$ cat config.mk
export PLATFORM = sky130hd
export DESIGN_NAME = dcache_store_port
export DESIGN_NICKNAME = d
export VERILOG_FILES = /design/src/rtl/dcache_store_port.sv
export SDC_FILE = /design/constraint.sdc
export NUM_CORES = 2
export LEC_CHECK = 0
export CAP_MARGIN = 25
export CORE_MARGIN = 2
export CORE_UTILIZATION = 39
export CTS_CLUSTER_DIAMETER = 40
export DETAILED_ROUTE_END_ITERATION = 7
export GPL_TIMING_DRIVEN = 0
export HOLD_SLACK_MARGIN = 0.12
export PLACE_DENSITY = 0.69
export SLEW_MARGIN = 0
export SYNTH_ARGS = -nofsm -noshare
export SYNTH_HDL_FRONTEND = slang
export SYNTH_SLANG_ARGS = --single-unit
$ cat constraint.sdc
create_clock -name clk -period 9.6 [get_ports clk]
set_clock_uncertainty 0.15 [all_clocks]
set_input_delay 1.44 -clock clk [delete_from_list [all_inputs] [get_ports clk]]
set_output_delay 1.44 -clock clk [all_outputs]
set_load 0.02 [all_outputs]
$ cat src/rtl/dcache_store_port.sv
// =============================================================================
// Module   : dcache_store_port
// Brief    : Direct-mapped write-back/write-allocate data cache behind the store buffer.
// Revision : 1.0
// =============================================================================
`default_nettype none

module dcache_store_port #(
    parameter int INDEX_BITS = 4
) (
    input  logic         clk,
    input  logic         reset,
    input  logic         req_store,
    input  logic         req_load,
    input  logic [31:0]  req_addr,
    input  logic [31:0]  req_wdata,
    input  logic         req_type,
    output logic         hit_dc,
    output logic [31:0]  rdata,
    output logic         busy,
    output logic         mem_req,
    output logic         mem_we,
    output logic [31:0]  mem_addr,
    output logic [127:0] mem_wline,
    input  logic         mem_ack,
    input  logic [127:0] mem_rline
);

    localparam int LINES    = 1 << INDEX_BITS;
    localparam int TAG_BITS = 32 - INDEX_BITS - 4;

    localparam logic [2:0] S_IDLE   = 3'd0;
    localparam logic [2:0] S_LOOKUP = 3'd1;
    localparam logic [2:0] S_WB     = 3'd2;
    localparam logic [2:0] S_FILL   = 3'd3;
    localparam logic [2:0] S_DONE   = 3'd4;

    logic [2:0]          state_q, state_d;
    logic [31:0]         addr_q, wdata_q;
    logic                byte_q, store_q;
    logic [LINES-1:0]    valid_q, dirty_q;
    logic [TAG_BITS-1:0] tag_q  [LINES];
    logic [127:0]        data_q [LINES];

    logic                hit_dc_d, busy_d, mem_req_d, mem_we_d;
    logic [31:0]         rdata_d, mem_addr_d;
    logic [127:0]        mem_wline_d;

    logic [INDEX_BITS-1:0] idx;
    logic [TAG_BITS-1:0]   req_tag;
    logic [1:0]            off;
    logic                  lookup_hit;
    logic                  fill_done;

    assign idx        = addr_q[INDEX_BITS+3:4];
    assign req_tag    = addr_q[31:INDEX_BITS+4];
    assign off        = addr_q[3:2];
    assign lookup_hit = valid_q[idx] && (tag_q[idx] == req_tag);
    assign fill_done  = (state_q == S_FILL) && mem_ack;

    function automatic logic [127:0] merge_line(input logic [127:0] line, input logic [1:0] woff,
                                                input logic [1:0] lane, input logic is_byte,
                                                input logic [31:0] wd);
        logic [127:0] r;
        r = line;
        if (is_byte) r[{woff, lane, 3'b000} +: 8] = wd[7:0];
        else         r[{woff, 5'b00000} +: 32]    = wd;
        return r;
    endfunction

    // State and registered outputs
    always_ff @(posedge clk or posedge reset) begin
        if (reset) begin
            state_q   <= S_IDLE;
            hit_dc    <= 1'b0;
            rdata     <= 32'd0;
            busy      <= 1'b0;
            mem_req   <= 1'b0;
            mem_we    <= 1'b0;
            mem_addr  <= 32'd0;
            mem_wline <= 128'd0;
            addr_q    <= 32'd0;
            wdata_q   <= 32'd0;
            byte_q    <= 1'b0;
            store_q   <= 1'b0;
            valid_q   <= '0;
            dirty_q   <= '0;
        end else begin
            state_q   <= state_d;
            hit_dc    <= hit_dc_d;
            rdata     <= rdata_d;
            busy      <= busy_d;
            mem_req   <= mem_req_d;
            mem_we    <= mem_we_d;
            mem_addr  <= mem_addr_d;
            mem_wline <= mem_wline_d;
            if (state_q == S_IDLE && (req_store || req_load)) begin
                addr_q  <= req_addr;
                wdata_q <= req_wdata;
                byte_q  <= req_type;
                store_q <= req_store;
            end
            if (state_q == S_LOOKUP && lookup_hit && store_q) dirty_q[idx] <= 1'b1;
            if (state_q == S_WB && mem_ack) dirty_q[idx] <= 1'b0;
            if (fill_done) begin
                valid_q[idx] <= 1'b1;
                dirty_q[idx] <= store_q;
            end
        end
    end

    // Tag and data arrays carry no reset; valid bits gate them
    always_ff @(posedge clk) begin
        if (state_q == S_LOOKUP && lookup_hit && store_q)
            data_q[idx] <= merge_line(data_q[idx], off, addr_q[1:0], byte_q, wdata_q);
        if (fill_done) begin
            tag_q[idx]  <= req_tag;
            data_q[idx] <= store_q ? merge_line(mem_rline, off, addr_q[1:0], byte_q, wdata_q)
                                   : mem_rline;
        end
    end

    always_comb begin
        state_d = state_q;
        case (state_q)
            S_IDLE:   if (req_store || req_load) state_d = S_LOOKUP;
            S_LOOKUP: begin
                if (lookup_hit)                        state_d = S_DONE;
                else if (valid_q[idx] && dirty_q[idx]) state_d = S_WB;
                else                                   state_d = S_FILL;
            end
            S_WB:     if (mem_ack) state_d = S_FILL;
            S_FILL:   if (mem_ack) state_d = S_DONE;
            S_DONE:   state_d = S_IDLE;
            default:  state_d = S_IDLE;
        endcase
    end

    always_comb begin
        hit_dc_d    = (state_q == S_DONE);
        busy_d      = (state_d != S_IDLE);
        mem_req_d   = (state_d == S_WB) || (state_d == S_FILL);
        mem_we_d    = (state_d == S_WB);
        mem_addr_d  = mem_addr;
        mem_wline_d = mem_wline;
        rdata_d     = rdata;
        if (state_d == S_WB) begin
            mem_addr_d  = {tag_q[idx], idx, 4'b0000};
            mem_wline_d = data_q[idx];
        end else if (state_d == S_FILL) begin
            mem_addr_d  = {req_tag, idx, 4'b0000};
        end
        if (state_q == S_LOOKUP && lookup_hit && !store_q)
            rdata_d = data_q[idx][{off, 5'b00000} +: 32];
        else if (fill_done && !store_q)
            rdata_d = mem_rline[{off, 5'b00000} +: 32];
    end

endmodule

`default_nettype wire

After elaboration in Yosys (flattened, before gate mapping). Memory sizes are Yosys's and may differ from the RTL's. Cells that the tools add are included.

Flip-flop bits (word level): 297. Word-level logic and storage cells: 89. Input port bits: 198. Memory bits (writable): 2432. Output and inout bits: 196. Memories kept: 2.

Reduce and logical (&&, ||, !) cells: 17. Add/subtract/negate cells: 2. Mux-type cells: 34. Bitwise logic cells: 5. Equality and inequality tests: 7. Shift-type cells: 6. Order comparisons: 2.

Memories: data_q (words 16, width 128, rd ports 1, clocked after Yosys merged registers in 0, wr ports 1, line 43) `logic [127:0] data_q [LINES];`; tag_q (words 16, width 24, rd ports 1, clocked after Yosys merged registers in 0, wr ports 1, line 42) `logic [TAG_BITS-1:0] tag_q [LINES];`.

Operator list (count): 128-bit 2-to-1 mux (6); 128-bit bitwise mux (4); 128-bit by 8-bit variable part select with 32-bit output (2); 32-bit 2-to-1 mux (4); 32-bit by 9-bit variable shift with 128-bit output, first input constant (1); 8-bit by 9-bit variable shift with 128-bit output, first input constant (1); 32-bit by 9-bit variable part select with 128-bit output (1); 8-bit by 9-bit variable part select with 128-bit output (1); 16-bit 2-to-1 mux (3); 16-bit bitwise OR (2); 24-bit equality test (1); 7-bit negation with 9-bit output (2); 16-bit bitwise AND (1); 16-bit bitwise mux (1); 16-bit inverter (1); 3-bit by 2-bit equality test with 1-bit output, second input constant (4); 3-bit 2-to-1 mux (4); 3-bit case mux with 4 select lines (1); 1-bit logical AND (10); 1-bit binary-select mux with 4-bit select (2); 1-bit 2-to-1 mux (8); 4-bit by 5-bit less-than comparator with 1-bit output, second input constant (1); 1-bit demux with 4-bit select (1); 4-bit by 1-bit greater-or-equal comparator with 1-bit output, second input constant (1); 8 further kinds (10).

Logic depth before layout (Yosys ltp).
Word-level depth: 10. Depth in mapped cells: 17. Depth with buffers taken out: 11.

Worst setup path after synthesis. Ideal clock, no wire load.

Kind: flip-flop to flip-flop. Start: reg addr_q[5]. End: mem data_q[10][0] (enable). Slack: 0.669 ns. Required time: 8.833 ns. Cell stages (with the launch flop): 14. Buffers on the path: 3. Arrival time: 8.164 ns. Library setup time: 0.617 ns. Period minus slack after synthesis: 8.931 ns. Cell sequence: dfrtp_1 buf_6 buf_6 mux4_2 xor2_1 and2_0 a2111o_1 o31ai_4 and2_1 nand4_1 nor2_1 a21oi_1 clkbuf_1 nor2_1.

Cells in the longest elaborated chain, start to end: 8. Elaborated cells on any way between the ends: 10. Those cells by class: eq/ne (1); mux (4); bitwise (1); reduce/logical (3); memory (1).

RTL lines: start: declaration (line 39) `logic [31:0] addr_q, wdata_q;`; start signal: assignment (line 98) `addr_q <= req_addr;`; memory 16 x 24 bit or 1-bit binary-select mux with 4-bit select (tied branches); 24-bit equality test or 1-bit 2-to-1 mux (tied branches) (line 58) `assign lookup_hit = valid_q[idx] && (tag_q[idx] == req_tag);`; 1-bit logical AND (line 58); 1-bit logical AND (2 in series) (line 114) `if (state_q == S_LOOKUP && lookup_hit && store_q)`; 1-bit 2-to-1 mux (line 114); 1-bit 2-to-1 mux (implied by the code) (line 115) `data_q[idx] <= merge_line(data_q[idx], off, addr_q[1:0], byte_q, wdata_q);`; 1-bit bitwise OR (no line); end: declaration (line 43).

Parallel ways exist; a longest one is shown, timed or not. The select of a mux whose other input is x is not followed.

Final worst setup path.
Start: reg addr_q[4]. End: mem data_q[6][96], data pin.

Cells in the longest elaborated chain, start to end: 5. Elaborated cells on any way between the ends: 6. Those cells by class: mux (5); memory (1).

RTL lines: memory 16 x 128 bit *; 128-bit bitwise mux (on tied branches) (line 67, 66); 128-bit 2-to-1 mux * (line 66) `if (is_byte) r[{woff, lane, 3'b000} +: 8] = wd[7:0];`; 128-bit 2-to-1 mux * (line 114); 128-bit 2-to-1 mux (no line) *.

Mark *: on every way between the ends. The rest lies on a longest branch, timed or not. The select of a mux whose other input is x is not followed.

==> reports/qor.txt <==
status: finished clean
hold_buf cts: 0
die width: 542 um
Power Dens Cells: 407 nW/um^2
per-cell routed wire length: 39.1 um
Setup Buffers After CTS: 0
flops & latches, synth: 2725
drt pass-1 iters: 6
total global routing overflow: 0
Max Slew Vio Count: 0
row cnt: 197
die height: 542 um
Primary FF master, synth: edfxtp_1
fmax: 0.140 GHz
Core Area: 288000 um^2
Worst Setup Slack, final: 2.46 ns
most frequent cells in the layout: edfxtp_1, mux4_2, clkdlybuf4s50_1
Worst Hold Class: register to register
crit start category: register
RSZ-0062 raised after global routing: false
initial drt markers: 11500
first-pass GRT wire length: 576 mm
Worst EP arrival: 7.53 ns
syn avg cell area: 19.3 um^2
leakage: 46.6 nW
Seq/Total Area, Yosys: 71.1%
vias: 69300
dpl cell area: 127000 um^2
number of synthesized flops with an enable pin: 2432
Distinct cells, synth: 86
clock latency on the worst-skew pair: 0.95 ns
H-Tree Depth: 5
GRT Total Usage: 28.7%
dpl ws: 2.51 ns
Syn Inst Count: 5872
io pins: 394
wl on met1: 156 mm
Placer Congestion: 1.04
Starting Density: 39.2%
Post-Syn Area: 113000 um^2
port bufs: 389
Placed Cells incl. Taps: 10300
final worst path period need: 7.14 ns
Synth Warn #: 0
Power Total: 0.0564 W
crit end category: register
clk sinks: 2725
Fin. Hold Viols: 0
Post-DP HPWL: 309 mm
crit path max fanout: 16
metal2 WL: 190 mm
Max Cap Viol: 0
Area growth, synth to finish: 22.7%
root buffer cell: clkbuf_16
drt total wl: 430 mm
largest net degree at the start of global routing: 44
fin cells: 11000
DIE AREA: 294000 um^2
final worst path period share: 74.3%
worst vdd ir: 0.000317 V
vias in the first global route: 67100
CTS tree: done
Slew HR: 18.5%
CTS Buf Count: 349
Vias per Instance: 6.30
detailed-route DRC error count: 0
post-route ant nets: 0
worst-case clock buffer depth: 4
CP Class: register to register
Final Cell Area: 139000 um^2
setup_tns: 0 ns
required time worst endpoint: 9.99 ns
detailed-routed wire length on met3: 52.9 mm
Final Setup Violations: 0
top routing layer used: met5
asr flop ratio synth: 10.8%
Least-Margin Pin Slew: 1.22 ns
commonest non-fill, non-tap cell in the layout: edfxtp_1
post-cts resize count: 0
Worst-path clk slew: 0.06 ns
layout cells sized above 1: 27.9%
final net count: 7127
initial antenna violation count: 39
-- critical path, stage by stage, from the launching register on --
cell and delay, ns:
dfrtp_1 0.33, buf_2 0.30, buf_6 0.22, buf_2 0.40, buf_4 0.38, buf_2 0.50
buf_2 0.39, buf_2 0.68, buf_2 0.57, mux4_2 0.57, mux4_2 0.65, a222oi_1 1.08
inv_1 0.50
-- flip-flops by register name, indices dropped and copies added, names as in the netlist --
register	cells
busy	1
mem_req	1
addr_q	32
mem_wline	128
state_q	3
rdata	32
byte_q	1
tag_q	384
mem_we	1
mem_addr	28
wdata_q	32
valid_q	16
data_q	2048
store_q	1
dirty_q	16
hit_dc	1
-- where the power goes --
part	internal (W)	total (W)	switching, W
sequential	0.0177	0.0187	0.00101
clock	0.00769	0.0131	0.00542
combinational	0.00851	0.0246	0.0161
-- area by class of cell --
cell class	instances	area (um^2)
Sequential cell	2725	80400
Clock inverter	244	2720
Tap cell	3781	4730
Inverter	41	158
Fill cell	23100	149000
Multi-Input combinational cell	2718	30900
Buffer	391	1950
Antenna cell	15	37.5
Clock buffer	397	9050
Timing Repair Buffer	695	8790
-- cell families (layout without fill, tap and decap cells) --
group	after synthesis	count (layout)	share of synthesized area (%)
XOR/XNOR	28	28	0.217
multiplexers	1183	1183	19.3
AND/OR/NAND/NOR	620	620	2.42
other	1	19	0.00332
buffers and inverters	432	1768	1.85
AO/OA/AOI/OAI	875	875	5.03
adder cells (fa/ha/maj)	8	8	0.0885
flip-flops	2725	2725	71.1
-- Yosys cell counts (all sizes together), types with 10 or more instances --
cell type	n	area, um^2
nor2	125	469
a22oi	75	563
a32oi	15	131
and3	14	87.6
nor3	30	150
xor2	11	96.3
a31oi	25	156
a21oi	225	1130
o21a	10	75.1
a21o	36	270
inv	35	131
a221o	32	320
mux4	749	16900
edfxtp	2432	73000
buf	145	1010
o21ai	256	1280
or2	24	150
xnor2	17	149
dfrtp	293	7330
clkbuf	246	923
nor2b	16	100
a211oi	23	178
a221oi	33	295
a211o	31	272
nand3	36	180
mux2	186	2500
mux2i	248	2490
nand2	323	1210
o311a	10	100
o22ai	11	68.8
a222oi	12	120
a22o	22	193
nand2b	10	70.1
-- through the flow --
step           utilization, %  hold WS (ns)
2_1_floorplan               -         0.284
3_3_place_gp             42.2         0.296
3_5_place_dp             44.0         0.299
4_1_cts                  48.1         0.311
5_1_grt                  48.1         0.328
6_report                 48.1         0.314
-- per-layer routing --
metal	vias up	GRT usage, %
li1	26500	-
met1	36400	37.6
met2	5289	42.4
met3	1088	8.33
met4	50	17.4
met5	-	0
-- path summary, 6_finish.rpt --
| kind | slack, ns | start | to | cells after the start |
|---|---|---|---|---|
| max | 2.46 | addr_q[4] | data_q[6][96] | 12 |
| min | 0.31 | valid_q[10] | valid_q[10] | 1 |
| max reg2reg | 2.46 | addr_q[4] | data_q[6][96] | 12 |
| min reg2reg | 0.31 | valid_q[10] | valid_q[10] | 1 |
| max in group asynchronous | 7.23 | reset | mem_wline[82] | 5 |
| min in group asynchronous | 0.81 | reset | wdata_q[29] | 2 |
No activity file was read; power rests on OpenSTA's default activity.
